<file path="config.mk">
export PLATFORM = sky130hd
export DESIGN_NAME = booth_seq_multiplier
export DESIGN_NICKNAME = d
export VERILOG_FILES = /design/src/rtl/booth_seq_multiplier.sv
export SDC_FILE = /design/constraint.sdc
export NUM_CORES = 1
export LEC_CHECK = 0
export CORE_ASPECT_RATIO = 1.5
export CORE_UTILIZATION = 30
export DETAILED_ROUTE_END_ITERATION = 10
export PLACE_DENSITY = 0.47
export SKIP_CTS_REPAIR_TIMING = 1
export SYNTH_ARGS = -nofsm -noshare
export SYNTH_HDL_FRONTEND = slang
export SYNTH_SLANG_ARGS = --single-unit
</file>
<file path="constraint.sdc">
create_clock -name clk -period 4.23 [get_ports clk]
set_clock_uncertainty 0.1 [all_clocks]
set_input_delay 0.423 -clock clk [delete_from_list [all_inputs] [get_ports clk]]
set_output_delay 0.423 -clock clk [all_outputs]
set_load 0.03 [all_outputs]
</file>
<file path="src/rtl/booth_seq_multiplier.sv">
// Sequential radix-2 Booth signed multiplier, one partial-product step per clock.
// Optional MULT_SIGN_MAG_EN adds an sm_mode input for legacy sign-magnitude operands.
//
// state | meaning
// IDLE  | waiting for start
// CALC  | one Booth step per cycle, W steps in total
// DONE  | one-cycle done pulse; a new start is accepted here too

module booth_seq_multiplier #(
    parameter int W  = 8,
    parameter int CW = $clog2(W) + 1
) (
    input  logic           clk,
    input  logic           rst,
    input  logic           start,
`ifdef MULT_SIGN_MAG_EN
    input  logic           sm_mode,
`endif
    input  logic [W-1:0]   a,
    input  logic [W-1:0]   b,
    output logic           busy,
    output logic           done,
    output logic [2*W-1:0] p
);

    typedef enum logic [1:0] {
        S_IDLE,
        S_CALC,
        S_DONE
    } state_t;

    state_t state, state_nx;

    logic [W:0]     m_r;
    logic [W:0]     acc_r;
    logic [W-1:0]   q_r;
    logic           q_1_r;
    logic [CW-1:0]  cnt_r;

    logic           load;
    logic           last_step;
    logic [W:0]     m_ld;
    logic [W-1:0]   q_ld;
    logic [W:0]     sum;
    logic [W:0]     acc_sh;
    logic [W-1:0]   q_sh;
    logic [2*W-1:0] prod;
    logic [2*W-1:0] p_nx;

`ifdef MULT_SIGN_MAG_EN
    logic           sm_r;
    logic           sign_r;
    logic           sign_ld;
`endif

    always_ff @(posedge clk) begin
        if (rst) begin
            state <= S_IDLE;
        end else begin
            state <= state_nx;
        end
    end

    always_comb begin
        state_nx  = state;
        load      = 1'b0;
        last_step = 1'b0;
        case (state)
            S_IDLE: begin
                if (start) begin
                    state_nx = S_CALC;
                    load     = 1'b1;
                end
            end
            S_CALC: begin
                if (cnt_r == CW'(W - 1)) begin
                    state_nx  = S_DONE;
                    last_step = 1'b1;
                end
            end
            S_DONE: begin
                if (start) begin
                    state_nx = S_CALC;
                    load     = 1'b1;
                end else begin
                    state_nx = S_IDLE;
                end
            end
            default: state_nx = S_IDLE;
        endcase
    end

    assign busy = (state == S_CALC);
    assign done = (state == S_DONE);

    // Sign-magnitude operands become non-negative two's complement, so the
    // same Booth sequence yields the magnitude product.
`ifdef MULT_SIGN_MAG_EN
    assign m_ld    = sm_mode ? {2'b00, a[W-2:0]} : {a[W-1], a};
    assign q_ld    = sm_mode ? {1'b0, b[W-2:0]} : b;
    assign sign_ld = sm_mode & (a[W-1] ^ b[W-1]);
`else
    assign m_ld = {a[W-1], a};
    assign q_ld = b;
`endif

    always_comb begin
        sum = acc_r;
        case ({q_r[0], q_1_r})
            2'b01:   sum = acc_r + m_r;
            2'b10:   sum = acc_r - m_r;
            default: sum = acc_r;
        endcase
    end

    assign acc_sh = {sum[W], sum[W:1]};
    assign q_sh   = {sum[0], q_r[W-1:1]};
    assign prod   = {acc_sh[W-1:0], q_sh};

`ifdef MULT_SIGN_MAG_EN
    // The sign bit is forced even for a zero magnitude (legacy negative zero).
    assign p_nx = sm_r ? {sign_r, prod[2*W-2:0]} : prod;
`else
    assign p_nx = prod;
`endif

    always_ff @(posedge clk) begin
        if (rst) begin
            m_r    <= '0;
            acc_r  <= '0;
            q_r    <= '0;
            q_1_r  <= 1'b0;
            cnt_r  <= '0;
            p      <= '0;
`ifdef MULT_SIGN_MAG_EN
            sm_r   <= 1'b0;
            sign_r <= 1'b0;
`endif
        end else if (load) begin
            m_r    <= m_ld;
            acc_r  <= '0;
            q_r    <= q_ld;
            q_1_r  <= 1'b0;
            cnt_r  <= '0;
`ifdef MULT_SIGN_MAG_EN
            sm_r   <= sm_mode;
            sign_r <= sign_ld;
`endif
        end else if (busy) begin
            acc_r <= acc_sh;
            q_r   <= q_sh;
            q_1_r <= q_r[0];
            cnt_r <= cnt_r + CW'(1);
            if (last_step) begin
                p <= p_nx;
            end
        end
    end

endmodule

</file>
==> flow_metrics.py, run 1 <==
metrics = {
    "drt": {
        "via_per_inst": 4.87,
        "wire_per_inst_um": 13.3,
        "wl_um": 5540,
        "drt-pass1-iter-count": 4,
        "drc": 0,
        "ant_nets": 0,
        "drt-initial-drc-count": 68,
        "num_vias": 2031,
    },
    "worst_setup_path": {
        "r2r_slack_ps": 1560,
        "r2r-end": "p[12]",
        "crit_fanout": 8,
        "timing_worst_setup_path_type": "reg -> reg",
        "cp.required_ps": 4350,
        "worstSetupEndpointType": "flop",
        "arrival_ps": 2790,
        "start_kind": "flop",
        "r2r-start": "q_r[0]",
        "reg2regPathDepth": 10,
    },
    "power": {
        "internal_power_w": 0.000795,
        "powerDensity_nw_per_um2": 377,
        "p_leak_nw": 1.03,
        "clkPwrFrac_pct": 35.8,
        "seqPwrFrac_pct": 43.5,
        "switchingPower_w": 0.000294,
        "p_comb_share_pct": 20.7,
        "irDropWorstVdd_v": 0.000153,
        "netSwitchingFraction_pct": 27.0,
    },
    "worst_hold_path": {
        "hold_path.class": "reg -> reg",
        "worstHoldStart": "p[6]",
        "min_to": "p[6]",
        "min_path_cells": 2,
    },
    "outcome": {
        "status": "finished clean",
    },
    "clock_network": {
        "clock-root-buffer": "clkbuf_8",
        "clock_path_buffers": 2,
        "cts_inserted_buffers": 5,
        "clkSlewWorstSetupHoldPaths_ps": 90,
        "cts_tree": "done",
        "clock_sinks": 47,
        "clk_latency_ps": 300,
        "htree_levels": 2,
    },
    "yosys": {
        "synth_compound_area_share_pct": 21.3,
        "synth-seq-area-share_pct": 40.9,
        "syn_area_um2": 2300,
        "synth_mux_area_share_pct": 2.18,
        "async_flop_share_pct": 0,
        "synth_fa_ha_area_share_pct": 6.85,
        "yosys-top-cells-area": "dfxtp_1 41%, a21oi_1 9.6%, nand2_1 9.3%",
        "avgSynthCellArea_um2": 8.07,
        "synth_cells": 285,
        "synthSimpleGateAreaFrac_pct": 19.5,
        "synthXorXnorAreaFrac_pct": 5.33,
        "synth_top_family_by_area": "compound AO/OA/AOI/OAI gates",
        "yosys_warnings": 0,
        "synth-seq-cells": 47,
        "synth_edf_count": 0,
        "yosysTopAreaCell": "dfxtp_1",
        "ys_top_cells_by_count": "57 x nand2_1, 47 x dfxtp_1, 44 x a21oi_1, 24 x nor2_1, 15 x clkbuf_1",
        "synth_top_area_share_pct": 40.9,
        "yosys_most_used_dff": "dfxtp_1",
        "synth.most_common_cell": "nand2_1",
        "synthesis.nets": 316,
        "yosysUniqueCellTypes": 33,
    },
    "floorplan": {
        "core-area_um2": 7320,
        "die_h_um": 109,
        "num_rows": 38,
        "initial_utilization_pct": 31.4,
        "die_x_um": 73.5,
        "io_pins": 37,
        "dieArea_um2": 8030,
    },
    "timing": {
        "finalSetupTns_ps": 0,
        "finalHoldViolations": 0,
        "worst_pin_slew_ps": 628,
        "min_period_over_period_pct": 63.2,
        "setup_viol": 0,
        "holdWs_ps": 357,
        "fmax_ghz": 0.374,
        "layout_min_cycle_time_ps": 2670,
        "report.final.slew_viol_count": 0,
        "slew_headroom_pct": 58.0,
        "rsz0062_at_grt": "false",
    },
    "global_route": {
        "grt_pass1_wl_um": 9480,
        "grt_start_max_net_pins": 23,
        "overflow": 0,
        "grt_pass1_vias": 1996,
        "grtUsageTotal_pct": 15.4,
        "antenna_found_initial": 0,
    },
    "placed_design": {
        "gp_congestion": 0.839,
        "port_buffers": 36,
        "place_hpwl_um": 4060,
    },
    "cells_and_area": {
        "area_growth_pct": 25.5,
        "nNetsFinal": 347,
        "n_fill_cell": 798,
        "drive_gt1_share_pct": 4.42,
        "diodes": 0,
    },
    "flow_run": {
        "cap_violations": 0,
    },
}
## routing by layer
layer | up-vias | GRT usage, % | share of wire (%)
met5 | - | 0 | 0
met2 | 43 | 28.3 | 52
met4 | 0 | 5.36 | 1.6
met3 | 8 | 2.68 | 3.4
li1 | 1044 | - | -
met1 | 936 | 17.4 | 43
## critical path, cell delays in order, from the launching register on
cell and delay (ps):
dfxtp_1 370, ha_1 340, nor2_1 100, xnor2_1 150
ha_1 350, o21ai_0 90, a21oi_1 280, o21a_1 170
nor3_1 40, or3b_1 400, a211oi_1 200
## stage by stage
step           setup slack (ps)  total power (W)  std cells  area (µm²)  util, %
2_1_floorplan              1680         0.000648        285        2300        -
3_3_place_gp               1590         0.000711        409        2760     37.6
3_5_place_dp               1560         0.000710        409        2760     37.6
4_1_cts                    1540          0.00111        417        2890     39.4
5_1_grt                    1270          0.00115        417        2890     39.4
6_report                   1560          0.00109        417        2890     39.4
## area by class of cell
cell class                      instances  area [µm²]  area share (%)
Multi-Input combinational cell        214        1270            43.9
Sequential cell                        47         941            32.6
Inverter                                8        30.0            1.04
Clock buffer                            6        72.6            2.51
Clock inverter                          2        60.1            2.08
Tap cell                              100         125            4.33
Timing Repair Buffer                   40         390            13.5
## registers in the layout, summed over array words and instances (netlist names)
signal	count
p	16
acc_r	8
m_r	8
q_r	8
cnt_r	4
state	2
q_1_r	1
## how the worst max path moves through the flow
stage            from  depth (start not counted)    end
2_1_floorplan  q_r[0]                         11  p[15]
3_3_place_gp   q_r[0]                         10  p[12]
3_5_place_dp   q_r[0]                          9  p[12]
4_1_cts        q_r[0]                          9  p[12]
5_1_grt        m_r[0]                         11  p[12]
6_report       q_r[0]                         10  p[12]
## cell families after synthesis
kind of cell             Yosys count
AO/OA/AOI/OAI                     82
XOR/XNOR                          14
adder cells (fa/ha/maj)           12
buffers and inverters             24
flip-flops                        47
multiplexers                       5
AND/OR/NAND/NOR                  101
## cell usage in the layout, fill, tap and decap left out, drive strengths merged, types with 2 or more instances in the layout
master	n
nand2	57
xnor2	9
nor3	4
inv	7
clkdlybuf4s50	36
o21a	3
xor2	5
a21o	3
a211oi	9
bufinv	2
buf	4
clkbuf	6
dfxtp	47
nor2b	2
nand2b	5
a31oi	2
ha	11
mux2i	5
a22oi	8
o31a	2
nor4	3
nor2	24
a21oi	44
o211ai	2
nand4	2
o21ai	7
## power by group through the flow
stage	Clock, W	Sequential, W	Combinational (W)
after global placement	0	0.000484	0.000226
after floorplan	0	0.000480	0.000168
after global routing	0.000422	0.000478	0.000254
after detailed placement	0	0.000485	0.000226
final	0.000390	0.000474	0.000225
after CTS	0.000405	0.000474	0.000227
(Power assumes the default switching activity.)
==> run 2, diff against run 1 <==
--- a/config.mk
+++ b/config.mk
@@ -8,7 +8,7 @@
 export CORE_ASPECT_RATIO = 1.5
 export CORE_UTILIZATION = 30
 export DETAILED_ROUTE_END_ITERATION = 10
-export PLACE_DENSITY = 0.47
+export PLACE_DENSITY = 0.49
 export SKIP_CTS_REPAIR_TIMING = 1
 export SYNTH_ARGS = -nofsm -noshare
 export SYNTH_HDL_FRONTEND = slang
==> constraint.sdc (replaced) <==
create_clock -name clk -period 2.45 [get_ports clk]
set_clock_uncertainty 0.1 [all_clocks]
set_input_delay 0.245 -clock clk [delete_from_list [all_inputs] [get_ports clk]]
set_output_delay 0.245 -clock clk [all_outputs]
set_load 0.03 [all_outputs]
==> run 2 against run 1 <==
  * Clock power rose by 32%
  * Non-clock buffer count rose by 27
  * Maximum frequency up 9.1%
  * Register-to-register slack got worse by 1600 ps
  * Count of clock-buffer cells in the layout is the same
  * Cell area rose by 10%
  * First-iteration DRC count is 1.5% lower
  * Sequential share of layout area decreased by 2.7 points
  * Global-route usage is 0.51 points higher
  * Critical path type unchanged
  * Largest power group unchanged
==> flow_metrics.py, run 2 (synthesized netlist as in run 1, its figures left out) <==
metrics = {
    "outcome": {
        "status": "finished clean",
    },
    "worst_hold_path": {
        "min_to": "p[3]",
        "min_path_cells": 2,
        "hold_path.class": "reg -> reg",
        "worstHoldStart": "p[3]",
    },
    "drt": {
        "wire_per_inst_um": 13.4,
        "ant_nets": 0,
        "via_per_inst": 4.73,
        "drt-initial-drc-count": 67,
        "num_vias": 2098,
        "drc": 0,
        "drt-pass1-iter-count": 4,
        "wl_um": 5950,
    },
    "timing": {
        "worst_slack_ps": 0.860,
        "worst_pin_slew_ps": 473,
        "finalSetupTns_ps": 0,
        "rsz0062_at_grt": "true",
        "setup_viol": 0,
        "finalHoldViolations": 0,
        "fmax_ghz": 0.408,
        "report.final.slew_viol_count": 0,
        "holdWs_ps": 358,
        "min_period_over_period_pct": 100,
        "layout_min_cycle_time_ps": 2450,
        "slew_headroom_pct": 68.4,
    },
    "floorplan": {
        "io_pins": 37,
        "initial_utilization_pct": 31.4,
        "die_x_um": 73.5,
        "core-area_um2": 7320,
        "dieArea_um2": 8030,
        "num_rows": 38,
        "die_h_um": 109,
    },
    "worst_setup_path": {
        "worstSetupEndpointType": "flop",
        "start_kind": "flop",
        "reg2regPathDepth": 11,
        "worstPathCellList": "inv_2 > ha_4 > a21oi_2 > xnor2_1 > ha_1 > a21o_1 > a21oi_2 > a21o_1 > a21oi_1 > o31a_1 > o31a_1",
        "cp_slowest_cell": "ha_1",
        "cpPeakStageDelay_ps": 360,
        "r2r-end": "p[15]",
        "crit_fanout": 6,
        "r2r_slack_ps": 0.9,
        "r2r-start": "q_1_r",
        "cp.required_ps": 2550,
        "timing_worst_setup_path_type": "reg -> reg",
        "arrival_ps": 2550,
    },
    "global_route": {
        "use_met3_pct": 2.77,
        "antenna_found_initial": 0,
        "grtUsageTotal_pct": 15.9,
        "met2_usage_pct": 30.5,
        "grt_pass1_vias": 1991,
        "grt.busiest_layer": "met2",
        "grt_pass1_wl_um": 9600,
        "use_met1_pct": 17.0,
        "grt_start_max_net_pins": 27,
        "overflow": 0,
    },
    "power": {
        "powerDensity_nw_per_um2": 589,
        "p_leak_nw": 1.18,
        "power_w": 0.00188,
        "irDropWorstVdd_v": 0.000277,
    },
    "clock_network": {
        "clock_sinks": 47,
        "clkSlewWorstSetupHoldPaths_ps": 100,
        "clock-root-buffer": "clkbuf_8",
        "cts_inserted_buffers": 5,
        "clk_latency_ps": 310,
        "htree_levels": 2,
        "clock_path_buffers": 2,
        "cts_tree": "done",
    },
    "placed_design": {
        "gp_congestion": 0.846,
        "dp_slack_ps": -192,
        "port_buffers": 36,
        "place_hpwl_um": 4470,
    },
    "cells_and_area": {
        "diodes": 0,
        "drive_gt1_share_pct": 19.8,
        "final_cell_mix": "57 x nand2_1, 41 x dfxtp_1, 39 x a21oi_1",
        "ff_latch_area_um2": 951,
        "area_growth_pct": 38.4,
        "n_fill_cell": 778,
        "largest_reg_flops": 16,
        "nNetsFinal": 374,
        "regMostFlops": "p",
        "multi_input_area_um2": 1380,
        "utilization_pct": 43.5,
        "layout_commonest_cell": "nand2_1",
    },
    "flow_run": {
        "cap_violations": 0,
    },
}
-- run 2: cell count changes in the layout (fill, tap and decap cells not counted), sizes merged --
cell | before | now
bufinv | 2 | 0
clkinv | 1 | 2
clkinvlp | 0 | 1
buf | 4 | 31
-- run 2: layout make-up --
| class | instances | share of cell area, % |
|---|---|---|
| flip-flops and latches | 47 | 29.9 |
| inverters | 8 | 0.943 |
| well taps | 100 | 3.93 |
| repair buffers | 67 | 18.7 |
| clock inverters | 2 | 0.511 |
| multi-input cells | 214 | 43.4 |
| clock buffers | 6 | 2.59 |
-- run 2: routing by layer --
| metal | share of wire [%] | up-vias | wire (µm) |
|---|---|---|---|
| li1 | - | 1094 | - |
| met1 | 41 | 961 | 2420 |
| met2 | 55 | 38 | 3270 |
| met3 | 2.9 | 5 | 175 |
| met4 | 1.4 | 0 | 82 |
| met5 | 0 | - | 0 |
-- run 2: where the power goes --
part           total (W)  switching, W  internal (W)
sequential      0.000819     0.0000286      0.000791
combinational   0.000540      0.000254      0.000286
clock           0.000516      0.000285      0.000231
total            0.00188      0.000568       0.00131
-- run 2: worst max-delay path, delay by kind of cell, from the launching register on --
kind / cells / cell delay [ps]
compound gates: 7 / 1220
xor+xnor: 1 / 90
buf+inv: 1 / 40
flops: 1 / 340
fa+ha+maj: 2 / 550
-- run 2: through the flow --
step	std cells	area (µm²)
final	444	3180
after global routing	444	3180
after CTS	439	3020
after detailed placement	431	2920
after global placement	431	2920
after floorplan	285	2310
-- run 2: worst max-delay path by stage --
stage                       from        to  slack [ps]  cells after the start
final                      q_1_r     p[15]         0.9                     11
after global routing      m_r[2]  acc_r[6]        -120                     11
after CTS                 q_r[0]     p[15]        -230                      9
after detailed placement  q_r[0]     p[15]        -190                      9
after global placement    q_r[0]     p[15]        -140                      9
after floorplan           m_r[0]     p[15]           1                     11
